### config.mk
export PLATFORM = sky130hd
export DESIGN_NAME = b_ppdu_framer
export DESIGN_NICKNAME = d
export VERILOG_FILES = /design/src/rtl/b_phy_pkg.sv /design/src/rtl/b_crc16.sv /design/src/rtl/b_ppdu_framer.sv
export SDC_FILE = /design/constraint.sdc
export NUM_CORES = 1
export LEC_CHECK = 0
export BUFFER_PORTS_ARGS = -buffer_cell sky130_fd_sc_hd__buf_2
export CELL_PAD_IN_SITES_DETAIL_PLACEMENT = 1
export CELL_PAD_IN_SITES_GLOBAL_PLACEMENT = 1
export CORE_MARGIN = 3
export CORE_UTILIZATION = 27
export DETAILED_ROUTE_END_ITERATION = 6
export GPL_ROUTABILITY_DRIVEN = 1
export HOLD_SLACK_MARGIN = 0.03
export PLACE_DENSITY = 0.52
export SETUP_SLACK_MARGIN = 0.2
export SYNTH_ARGS = -nofsm -noshare
export SYNTH_HDL_FRONTEND = slang
export SYNTH_SLANG_ARGS = --single-unit
### constraint.sdc
create_clock -name clk -period 3.9 [get_ports clk]
set_input_delay 0.195 -clock clk [delete_from_list [all_inputs] [get_ports clk]]
set_output_delay 0.195 -clock clk [all_outputs]
set_load 0.005 [all_outputs]
### src/rtl/b_phy_pkg.sv
// b_phy_pkg: shared 802.11b PHY framing constants, FSM states and header payload type.
package b_phy_pkg;

  localparam int unsigned CRC_W          = 16;
  localparam logic [15:0] CRC_POLY       = 16'h1021;
  localparam logic [15:0] CRC_PRESET     = 16'hFFFF;

  localparam logic [15:0] SFD_LONG_DEF   = 16'hF3A0;
  localparam logic [15:0] SFD_SHORT      = 16'h05CF;
  localparam int unsigned SYNC_SHORT_LEN = 56;

  localparam int unsigned SFD_BITS       = 16;
  localparam int unsigned HDR_BITS       = 32;
  localparam int unsigned HDR_CRC_BITS   = 48;
  localparam int unsigned CNT_W          = 8;
  localparam int unsigned PLEN_W         = 12;
  localparam int unsigned BYTE_W         = 8;

  typedef enum logic [2:0] {
    ST_IDLE,
    ST_SYNC,
    ST_SFD,
    ST_HDR,
    ST_PSDU
  } state_e;

  // Serial order is LSB first starting at signal_rate bit 0.
  typedef struct packed {
    logic [15:0] length_us;
    logic [7:0]  service;
    logic [7:0]  signal_rate;
  } plcp_hdr_t;

endpackage

### src/rtl/b_crc16.sv
// b_crc16: bit-serial CRC-16 CCITT register with synchronous clear to the preset.
module b_crc16
  import b_phy_pkg::*;
(
  input  logic             clk,
  input  logic             rst_n,
  input  logic             clr_i,
  input  logic             en_i,
  input  logic             d_i,
  output logic [CRC_W-1:0] crc_o
);

  logic [CRC_W-1:0] crc_q;
  logic [CRC_W-1:0] crc_d;
  logic             fb;

  always_comb begin
    crc_d = crc_q;
    fb    = crc_q[CRC_W-1] ^ d_i;
    if (clr_i) begin
      crc_d = CRC_PRESET;
    end else if (en_i) begin
      crc_d = {crc_q[CRC_W-2:0], 1'b0} ^ (fb ? CRC_POLY : '0);
    end
  end

  always_ff @(posedge clk or negedge rst_n) begin
    if (!rst_n) begin
      crc_q <= CRC_PRESET;
    end else begin
      crc_q <= crc_d;
    end
  end

  assign crc_o = crc_q;

endmodule

### src/rtl/b_ppdu_framer.sv
// b_ppdu_framer: serialises SYNC, SFD, PLCP header + CRC and PSDU bytes for the modulator.
// B_FRAMER_SHORT_PREAMBLE_EN adds input short_pre selecting the short preamble.
module b_ppdu_framer
  import b_phy_pkg::*;
#(
  parameter int unsigned SYNC_LEN = 128,
  parameter logic [15:0] SFD_LONG = SFD_LONG_DEF
) (
  input  logic              clk,
  input  logic              rst_n,
  input  logic              start,
  input  logic [7:0]        signal_rate,
  input  logic [7:0]        service,
  input  logic [15:0]       length_us,
  input  logic [PLEN_W-1:0] psdu_len,
`ifdef B_FRAMER_SHORT_PREAMBLE_EN
  input  logic              short_pre,
`endif
  input  logic [BYTE_W-1:0] byte_in,
  input  logic              byte_valid,
  output logic              byte_ready,
  output logic              s_out,
  output logic              mod_en,
  output logic              busy,
  output logic              done,
  output logic              underrun
);

  state_e              state_q, state_d;
  logic [CNT_W-1:0]    cnt_q, cnt_d;
  plcp_hdr_t           hdr_q, hdr_d;
  logic                short_q, short_d;
  logic [PLEN_W-1:0]   fetch_left_q, fetch_left_d;
  logic [BYTE_W-1:0]   hold_q, hold_d;
  logic                hold_full_q, hold_full_d;
  logic [BYTE_W-1:0]   sh_q, sh_d;
  logic                s_out_q, s_out_d;
  logic                mod_en_q, mod_en_d;
  logic                busy_q, busy_d;
  logic                done_q, done_d;
  logic                underrun_q, underrun_d;
  logic                byte_ready_q, byte_ready_d;

  logic                short_sel;
  logic                crc_clr, crc_en, crc_din;
  logic [CRC_W-1:0]    crc_state;
  logic [HDR_BITS-1:0] hdr_bits;
  logic [CNT_W-1:0]    sync_last;
  logic [15:0]         sfd_sel;
  logic [3:0]          crc_idx;
  logic                fin;
  logic                load_byte;

`ifdef B_FRAMER_SHORT_PREAMBLE_EN
  assign short_sel = short_pre;
`else
  assign short_sel = 1'b0;
`endif

  assign hdr_bits = hdr_q;

  b_crc16 u_crc (
    .clk   (clk),
    .rst_n (rst_n),
    .clr_i (crc_clr),
    .en_i  (crc_en),
    .d_i   (crc_din),
    .crc_o (crc_state)
  );

  // Next state describes the bit that will sit on s_out during the following cycle.
  always_comb begin
    state_d      = state_q;
    cnt_d        = cnt_q;
    hdr_d        = hdr_q;
    short_d      = short_q;
    fetch_left_d = fetch_left_q;
    hold_d       = hold_q;
    hold_full_d  = hold_full_q;
    sh_d         = sh_q;
    s_out_d      = 1'b0;
    done_d       = 1'b0;
    underrun_d   = underrun_q;
    crc_clr      = 1'b0;
    crc_en       = 1'b0;
    crc_din      = 1'b0;
    fin          = 1'b0;
    load_byte    = 1'b0;
    sfd_sel      = SFD_LONG;
    crc_idx      = '0;
    sync_last    = short_q ? CNT_W'(SYNC_SHORT_LEN - 1) : CNT_W'(SYNC_LEN - 1);

    if (byte_valid && byte_ready_q) begin
      hold_d       = byte_in;
      hold_full_d  = 1'b1;
      fetch_left_d = fetch_left_q - PLEN_W'(1);
    end

    case (state_q)
      ST_IDLE: begin
        if (start) begin
          state_d             = ST_SYNC;
          cnt_d               = '0;
          hdr_d.signal_rate   = signal_rate;
          hdr_d.service       = service;
          hdr_d.length_us     = length_us;
          short_d             = short_sel;
          fetch_left_d        = psdu_len;
          hold_full_d         = 1'b0;
          underrun_d          = 1'b0;
          crc_clr             = 1'b1;
        end
      end
      ST_SYNC: begin
        if (cnt_q == sync_last) begin
          state_d = ST_SFD;
          cnt_d   = '0;
        end else begin
          cnt_d = cnt_q + CNT_W'(1);
        end
      end
      ST_SFD: begin
        if (cnt_q == CNT_W'(SFD_BITS - 1)) begin
          state_d = ST_HDR;
          cnt_d   = '0;
        end else begin
          cnt_d = cnt_q + CNT_W'(1);
        end
      end
      ST_HDR: begin
        if (cnt_q == CNT_W'(HDR_CRC_BITS - 1)) fin = 1'b1;
        else cnt_d = cnt_q + CNT_W'(1);
      end
      ST_PSDU: begin
        if (cnt_q == CNT_W'(BYTE_W - 1)) fin = 1'b1;
        else cnt_d = cnt_q + CNT_W'(1);
      end
      default: state_d = ST_IDLE;
    endcase

    // Byte boundary: next byte must already be held, otherwise the frame ends.
    if (fin) begin
      if (hold_full_q) begin
        state_d     = ST_PSDU;
        cnt_d       = '0;
        load_byte   = 1'b1;
        hold_full_d = 1'b0;
      end else if (fetch_left_q == '0) begin
        state_d = ST_IDLE;
        done_d  = 1'b1;
      end else begin
        state_d    = ST_IDLE;
        underrun_d = 1'b1;
      end
    end

    sfd_sel = short_d ? SFD_SHORT : SFD_LONG;
    crc_idx = 4'(CNT_W'(HDR_CRC_BITS - 1) - cnt_d);

    case (state_d)
      ST_SYNC: s_out_d = ~short_d;
      ST_SFD:  s_out_d = sfd_sel[cnt_d[3:0]];
      ST_HDR: begin
        if (cnt_d < CNT_W'(HDR_BITS)) begin
          s_out_d = hdr_bits[cnt_d[4:0]];
          crc_en  = 1'b1;
          crc_din = hdr_bits[cnt_d[4:0]];
        end else begin
          s_out_d = ~crc_state[crc_idx];
        end
      end
      ST_PSDU: begin
        if (load_byte) begin
          s_out_d = hold_q[0];
          sh_d    = {1'b0, hold_q[BYTE_W-1:1]};
        end else begin
          s_out_d = sh_q[0];
          sh_d    = {1'b0, sh_q[BYTE_W-1:1]};
        end
      end
      default: s_out_d = 1'b0;
    endcase

    mod_en_d     = (state_d != ST_IDLE);
    busy_d       = (state_d != ST_IDLE);
    byte_ready_d = ((state_d == ST_SFD) || (state_d == ST_HDR) || (state_d == ST_PSDU)) &&
                   !hold_full_d && (fetch_left_d != '0);
  end

  always_ff @(posedge clk or negedge rst_n) begin
    if (!rst_n) begin
      state_q      <= ST_IDLE;
      cnt_q        <= '0;
      hdr_q        <= '0;
      short_q      <= 1'b0;
      fetch_left_q <= '0;
      hold_q       <= '0;
      hold_full_q  <= 1'b0;
      sh_q         <= '0;
      s_out_q      <= 1'b0;
      mod_en_q     <= 1'b0;
      busy_q       <= 1'b0;
      done_q       <= 1'b0;
      underrun_q   <= 1'b0;
      byte_ready_q <= 1'b0;
    end else begin
      state_q      <= state_d;
      cnt_q        <= cnt_d;
      hdr_q        <= hdr_d;
      short_q      <= short_d;
      fetch_left_q <= fetch_left_d;
      hold_q       <= hold_d;
      hold_full_q  <= hold_full_d;
      sh_q         <= sh_d;
      s_out_q      <= s_out_d;
      mod_en_q     <= mod_en_d;
      busy_q       <= busy_d;
      done_q       <= done_d;
      underrun_q   <= underrun_d;
      byte_ready_q <= byte_ready_d;
    end
  end

  assign s_out      = s_out_q;
  assign mod_en     = mod_en_q;
  assign busy       = busy_q;
  assign done       = done_q;
  assign underrun   = underrun_q;
  assign byte_ready = byte_ready_q;

endmodule
# --- After elaboration in Yosys (flattened, before gate mapping) ---
# Cells that the tools add are included.
word_totals:
  reg_bits: 94
  inputBits: 56
  output_inout_bits: 6
  elab_cells: 110
op_classes:
  add_sub_neg: 3
  n_lt_le_gt_ge: 4
  eq_ne: 12
  muxes: 58
  bitwise: 4
  n_reduce_logical: 13
op_table:
  columns: ["cell", "n"]
  rows:
  - ["$mux 8", 7]
  - ["$mux 16", 3]
  - ["$pmux 8 s5", 1]
  - ["$mux 12", 3]
  - ["$mux 1", 30]
  - ["$xor 16x16->16", 1]
  - ["$mux 3", 5]
  - ["$mux 7", 2]
  - ["$mux 13", 1]
  - ["$eq 3x2->1 const B", 4]
  - ["$logic_not 12->1", 1]
  - ["$pmux 3 s4", 1]
  - ["$reduce_bool 12->1", 1]
  - ["$sub 12x1->12 const B", 1]
  - ["$lt 4x5->1 const B", 2]
  - ["$add 8x1->8 const B", 1]
  - ["$bmux 1 s4", 2]
  - ["$eq 8x3->1 const B", 1]
  - ["$eq 8x4->1 const B", 1]
  - ["$eq 8x6->1 const B", 1]
  - ["$eq 8x7->1", 1]
  - ["$lt 8x6->1 const B", 1]
  - ["$eq 3x1->1 const B", 2]
  - ["$eq 3x3->1 const B", 2]
  - ["other kinds (15)", 19]

# --- Logic depth before layout (Yosys ltp) ---
logic_depth:
  ltp_word: 15
  depth_mapped: 15
  mapped_depth_nobuf: 13

# --- By module ---
# A second synthesis with hierarchy kept.
hier_totals:
  cells_unflattened: 548
  area_unflattened_um2: 5118.7
modules_own_cells:
  columns: ["module", "n_inst", "cells_each", "area_per_inst_um2", "seq_area_each_um2"]
  rows:
  - ["b_ppdu_framer", 1, 492, 4377.9, 1926.8]
  - ["b_crc16", 1, 56, 740.7, 420.4]

# --- Least setup slack after synthesis ---
# Ideal clock, no wire load.
synth_path:
  kind: "register -> register"
  start: "reg cnt_q[0]"
  end: "reg u_crc.crc_q[0], in the netlist u_crc.crc_o[0]"
  setup_time_ns: 0.094
  arrival_ns: 3.239
  t_required_ns: 3.806
  setup_slack_ns: 0.567
  stages_incl_launch_ff: 15
  synth_period_minus_slack_ns: 3.333
  path_cell_list: "dfrtp_1 > ha_1 > and3_1 > and3_1 > clkbuf_1 > o31ai_1 > nand3_1 > nand2_1 > inv_2 > buf_6 > o211a_1 > a2bb2oi_1 > nand2_1 > a2111oi_2 > a221oi_2"
synth_via:
  elab_chain_cells: 14
  word_cells_on_any_way: 34
  classes_between: "add/sub (1); order compare (1); eq/ne (5); mux (24); bitwise (2); reduce/logical (1)"
synth_rtl:
  columns: ["item", "line_no", "text"]
  rows:
  - ["from (decl)", "b_ppdu_framer.sv:30", "logic [CNT_W-1:0] cnt_q, cnt_d;"]
  - ["from (signal assigned)", "b_ppdu_framer.sv:208", "cnt_q <= cnt_d;"]
  - ["$add 8x1->8, or another cell as far along", null, null]
  - ["$mux 8, on equally long branches", null, null]
  - ["$pmux 8 s5", "b_ppdu_framer.sv:99", "case (state_q)"]
  - ["$mux 8", "b_ppdu_framer.sv:143", "if (hold_full_q) begin"]
  - ["$mux 8 *", "b_ppdu_framer.sv:142", "if (fin) begin"]
  - ["via cnt_d[0]", "b_ppdu_framer.sv:30", null]
  - ["$bmux 1 s5", "b_ppdu_framer.sv:167", "crc_din = hdr_bits[cnt_d[4:0]];"]
  - ["$mux 1 (implied by the code)", "b_ppdu_framer.sv:167", null]
  - ["$mux 1", "b_ppdu_framer.sv:164", "if (cnt_d < CNT_W'(HDR_BITS)) begin"]
  - ["$mux 1", "b_ppdu_framer.sv:160", "case (state_d)"]
  - ["$xor 1x1->1", "b_crc16.sv:19", "fb = crc_q[CRC_W-1] ^ d_i;"]
  - ["$mux 13", "b_crc16.sv:23", "crc_d = {crc_q[CRC_W-2:0], 1'b0} ^ (fb ? CRC_POLY : '0);"]
  - ["$xor 16x16->16", "b_crc16.sv:23", null]
  - ["$mux 16", "b_crc16.sv:22", "end else if (en_i) begin"]
  - ["$mux 16", "b_crc16.sv:20", "if (clr_i) begin"]
  - ["to (signal assigned)", "b_crc16.sv:31", "crc_q <= crc_d;"]
  - ["to (decl)", "b_crc16.sv:13", "logic [CRC_W-1:0] crc_q;"]
# Mark *: on every way through the listed nets, which the timed path passes. The rest lies on a longest branch. The select of a mux whose other input is x is not followed.
# A chain may end at the register's enable or synchronous reset.

# --- Worst setup path after layout ---
layout_path:
  start: "reg cnt_q[3]"
  end: "reg u_crc.crc_q[5], in the netlist u_crc.crc_o[5]"
layout_via:
  word_cells_on_any_way: 34
  classes_between: "add/sub (1); order compare (1); eq/ne (5); mux (24); bitwise (2); reduce/logical (1)"
layout_rtl:
  columns: ["item", "line_no"]
  rows:
  - ["$add 8x1->8, or another cell as far along", null]
  - ["$mux 8, on equally long branches", null]
  - ["$pmux 8 s5", "b_ppdu_framer.sv:99"]
  - ["$mux 8", "b_ppdu_framer.sv:143"]
  - ["$mux 8 *", "b_ppdu_framer.sv:142"]
  - ["via cnt_d[7]", "b_ppdu_framer.sv:30"]
  - ["$lt 8x6->1 *", "b_ppdu_framer.sv:164"]
  - ["$mux 1", "b_ppdu_framer.sv:164"]
  - ["$mux 1", "b_ppdu_framer.sv:160"]
  - ["$xor 1x1->1", "b_crc16.sv:19"]
  - ["$mux 13", "b_crc16.sv:23"]
  - ["$xor 16x16->16", "b_crc16.sv:23"]
  - ["$mux 16", "b_crc16.sv:22"]
  - ["$mux 16", "b_crc16.sv:20"]
# Marks and branches as above.

==> impl.org <==
** Synthesis
- Portion of synthesized cell area occupied by the leading cell type :: 37.3%
- Yosys mapped a number of flops with a built-in enable equal to 0.
- Average footprint of a synthesized cell :: 9.81 µm²
- After synthesis the netlist holds a flip-flop and latch count of 93.
- Library cell with the largest summed area after synthesis :: sky130_fd_sc_hd__dfrtp_1
- Cell count after synthesis :: 527
- In this run, distinct cell masters in the synthesized netlist total 73.
- Synth top cells by count :: sky130_fd_sc_hd__dfrtp_1 (77), sky130_fd_sc_hd__nor2_1 (54), sky130_fd_sc_hd__nand2_1 (52)
- The mapped netlist covers 0.00517 mm².
- Most used standard cell by instance count after synthesis :: sky130_fd_sc_hd__dfrtp_1
- In the synthesized netlist the async set-or-reset flop fraction comes to 100%.
- For this run, the register share of the synthesized area comes to 45.4%.
- After synthesis, the cell types taking the most area are sky130_fd_sc_hd__dfrtp_1 (37%), sky130_fd_sc_hd__dfstp_2 (8.1%), sky130_fd_sc_hd__mux2_2 (7.4%).
- Yosys printed 0 warnings.
- For this run, the leading register cell type out of synthesis is sky130_fd_sc_hd__dfrtp_1.
- When the netlist entered floorplanning its net count stood at 585.

** Hold path
- In this run the most critical hold path is launched from length_us[14].
- The tightest min-delay check is of the in2reg type.
- Counting instances, the worst hold path has a depth of 3.
- Sink of the worst hold path :: hdr_bits[30]

** GRT
- Total track usage :: 15.4%
- The first global-routing pass estimated 25.1 mm of wire.
- The initial antenna violation count came to 0.
- The via count of the first global-routing pass came to 4574.
- Entering global routing, the biggest net connects 64 pins.
- The total overflow left after global routing is 0.

** Drt
- Drt drc :: 0
- In this run the remaining antenna-violating nets after routing total 0.
- Via-per-instance ratio :: 5.21
- DRT iter0 DRCs :: 245
- Total Wirelength :: 15.5 mm
- In the final routed layout, each cell accounts on average for 18.5 µm.
- Vias :: 4372
- The first TritonRoute pass finished after 4 iterations.

** Placement
- Before CTS, the worst setup slack after placement is 0.196 ns.
- Placed wire-length estimate after detailed placement :: 11.5 mm
- At the end of routability-driven placement, the weighted congestion stood at 0.849.
- The placed instances occupy a cell area of 0.00583 mm².
- Number of port buffers :: 61

** Worst setup path
- Register-to-register path setup slack :: 0.35 ns
- The worst setup path is of the reg2reg kind.
- Element type at the critical path start :: flip-flop
- CP dominant cell by count :: sky130_fd_sc_hd__nor3_1
- The worst setup path is captured at a flip-flop.
- CP top delay family :: simple AND/OR/NAND/NOR gates
- Ordered list of cells on the worst path :: or3b_4 > a2111o_1 > a311oi_4 > nor3_1 > a211o_1 > or4_1 > buf_12 > nor4_1 > o211ai_1 > nand2_1 > nor3_1
- Delay of the slowest critical-path stage :: 0.57 ns
- Arrival time of data at the critical path endpoint :: 3.82 ns
- Worst path bufs/invs :: 1
- In this run the critical register-to-register path is captured at u_crc.crc_o[5].
- Slowest CP cell :: sky130_fd_sc_hd__or4_1
- CP Max Fanout :: 44
- Required time at the worst-slack endpoint :: 4.17 ns
- Worst flop-to-flop path startpoint :: cnt_q[3]
- The number of cells on the worst reg-to-reg path is 11.

** Timing
- Across all hold checks on the routed design, the worst slack comes to 0.0599 ns.
- The final-report hold violation count was 0.
- Actual transition at the worst max-transition pin :: 0.849 ns
- The max-slew violation count was 0.
- RSZ-0062 raised after global routing :: true
- Setup slack closes at 0.351 ns.
- Worst clock skew :: 0.0104 ns
- Setup violations remaining at the end of the flow were counted as 0.
- The worst path in the final design needs a cycle of 3.55 ns, including I/O delays and setup.
- After routing, the total negative slack on setup checks comes to 0 ns.
- Based on the critical path, the design can be clocked at up to 282 MHz.
- Slew HR :: 43.4%
- The worst path uses 91.0% of the clock period.

** Clock network
- CTS clock-pin slew for the worst setup and hold paths :: 0.07 ns
- The tree is rooted in a sky130_fd_sc_hd__clkbuf_16.
- TritonCTS built the clock tree.
- Clock tree synthesis inserted a total of 9 buffers.
- TritonCTS Sinks :: 93
- Insertion delay to the later sink of the worst-skew pair :: 0.35 ns
- CTS built an H-tree with a depth of 3.
- The clock passes through at most 2 buffers.

** Cells and area
- Final-stage net count :: 663
- Fraction of final layout cells sized beyond drive strength 1 :: 32.0%
- ANT cells :: 0
- The area growth from synthesis to layout is 22.8%.
- Final non-filler cell area :: 0.00635 mm²
- Final cell utilization of the core :: 34.5%

** Power and ir drop
- Worst vdd rail ir drop :: 216 µV
- Power Dens Cells :: 445 mW/mm²
- For this design the static power due to leakage is 2.62 nW.

** Floorplanning
- 62 I/O pins were placed.
- Die area :: 0.0208 mm²
- Row generation in the floorplan step produced 49 rows.
- Die Ht :: 144 µm
- The total area inside the core boundary comes to 0.0184 mm².
- The floorplan step set the die width to 144 µm.
- Once the floorplan was initialized, standard cells occupied 28.1% of the core.

** Status
- Status :: finished clean

** Flow run
- Max-cap violations in this run came to 0.
## stage by stage
stage          cells  power (W)
3_3_place_gp     813    0.00191
6_report         839    0.00282
4_1_cts          830    0.00286
5_1_grt          839    0.00301
3_5_place_dp     813    0.00194
2_1_floorplan    527    0.00173
## power by group
| group | switching (W) | internal (W) | leakage (nW) |
|---|---|---|---|
| registers | 0.000188 | 0.00121 | 1.12 |
| logic | 0.000258 | 0.000259 | 1.35 |
| clock network | 0.000386 | 0.000516 | 0.144 |
## worst reg2reg max path: stages (launching register included)
cell and delay [ns]:
sky130_fd_sc_hd__dfrtp_1 0.48, sky130_fd_sc_hd__or3b_4 0.46, sky130_fd_sc_hd__a2111o_1 0.50, sky130_fd_sc_hd__a311oi_4 0.33, sky130_fd_sc_hd__nor3_1 0.09, sky130_fd_sc_hd__a211o_1 0.32
sky130_fd_sc_hd__or4_1 0.57, sky130_fd_sc_hd__buf_12 0.21, sky130_fd_sc_hd__nor4_1 0.24, sky130_fd_sc_hd__o211ai_1 0.14, sky130_fd_sc_hd__nand2_1 0.10, sky130_fd_sc_hd__nor3_1 0.05
## kinds of logic after synthesis
kind of cell               share of synthesized area, %
AOI/OAI and AO/OA                                  17.8
xor gates and xnor gates                           2.37
adders and majority gates                         0.484
buffers and inverters                              4.41
DFF                                                45.4
muxes                                              11.1
and+or+nand+nor                                    18.4
## repair_timing
item	in CTS	in global routing
buffers inserted	0	8
endpoints found under the setup margin	3	4
hold buffers	1	0
gates cloned	0	1
endpoints found under the hold margin	52	0
resized for setup	0	23
pin swaps	2	6
## layout by cell type, fill, tap and decap left out, types with 6 or more instances in the layout
master / instances
sky130_fd_sc_hd__or3_1: 10
sky130_fd_sc_hd__mux2i_1: 19
sky130_fd_sc_hd__dfstp_2: 16
sky130_fd_sc_hd__nand2_1: 51
sky130_fd_sc_hd__nor2_1: 53
sky130_fd_sc_hd__inv_1: 15
sky130_fd_sc_hd__clkbuf_16: 9
sky130_fd_sc_hd__mux2_2: 34
sky130_fd_sc_hd__buf_4: 36
sky130_fd_sc_hd__a21oi_1: 20
sky130_fd_sc_hd__a31oi_1: 12
sky130_fd_sc_hd__nor3_1: 13
sky130_fd_sc_hd__buf_2: 60
sky130_fd_sc_hd__dfrtp_1: 74
sky130_fd_sc_hd__xnor2_1: 11
sky130_fd_sc_hd__nand3_1: 19
sky130_fd_sc_hd__o21ai_0: 26
sky130_fd_sc_hd__nor4_1: 6
## layout make-up
cell class	count	area [µm²]
Multi-Input combinational cell	385	2740
Tap cell	229	287
Clock inverter	5	58.8
Fill cell	2108	12000
Inverter	18	67.6
Sequential cell	93	2350
Clock buffer	11	243
Timing Repair Buffer	98	601
## sequential cells by signal, indices dropped and copies added (netlist names), 3 cells and up
signal / flops
cnt_q: 8
fetch_left_q: 12
hdr_bits: 32
hold_q: 8
sh_q: 7
state_q: 3
u_crc.crc_o: 16
## metal layers
metal | global-route usage [%] | share of wire (%)
met1 | 21.0 | 48
met2 | 24.7 | 47
met3 | 3.14 | 3.5
met4 | 4.32 | 1.7
met5 | 0 | 0
## how the worst max path moves through the flow
stage	from	slack, ns	cells after the start	to
final	cnt_q[3]	0.35	11	u_crc.crc_o[5]
after CTS	cnt_q[0]	0.21	13	u_crc.crc_o[0]
after global placement	state_q[1]	0.25	11	u_crc.crc_o[0]
after global routing	cnt_q[3]	0.19	13	u_crc.crc_o[0]
after floorplan	cnt_q[0]	0.57	14	u_crc.crc_o[0]
after detailed placement	cnt_q[3]	0.20	10	u_crc.crc_o[12]
Note: power is estimated with default switching activity, not from simulation.
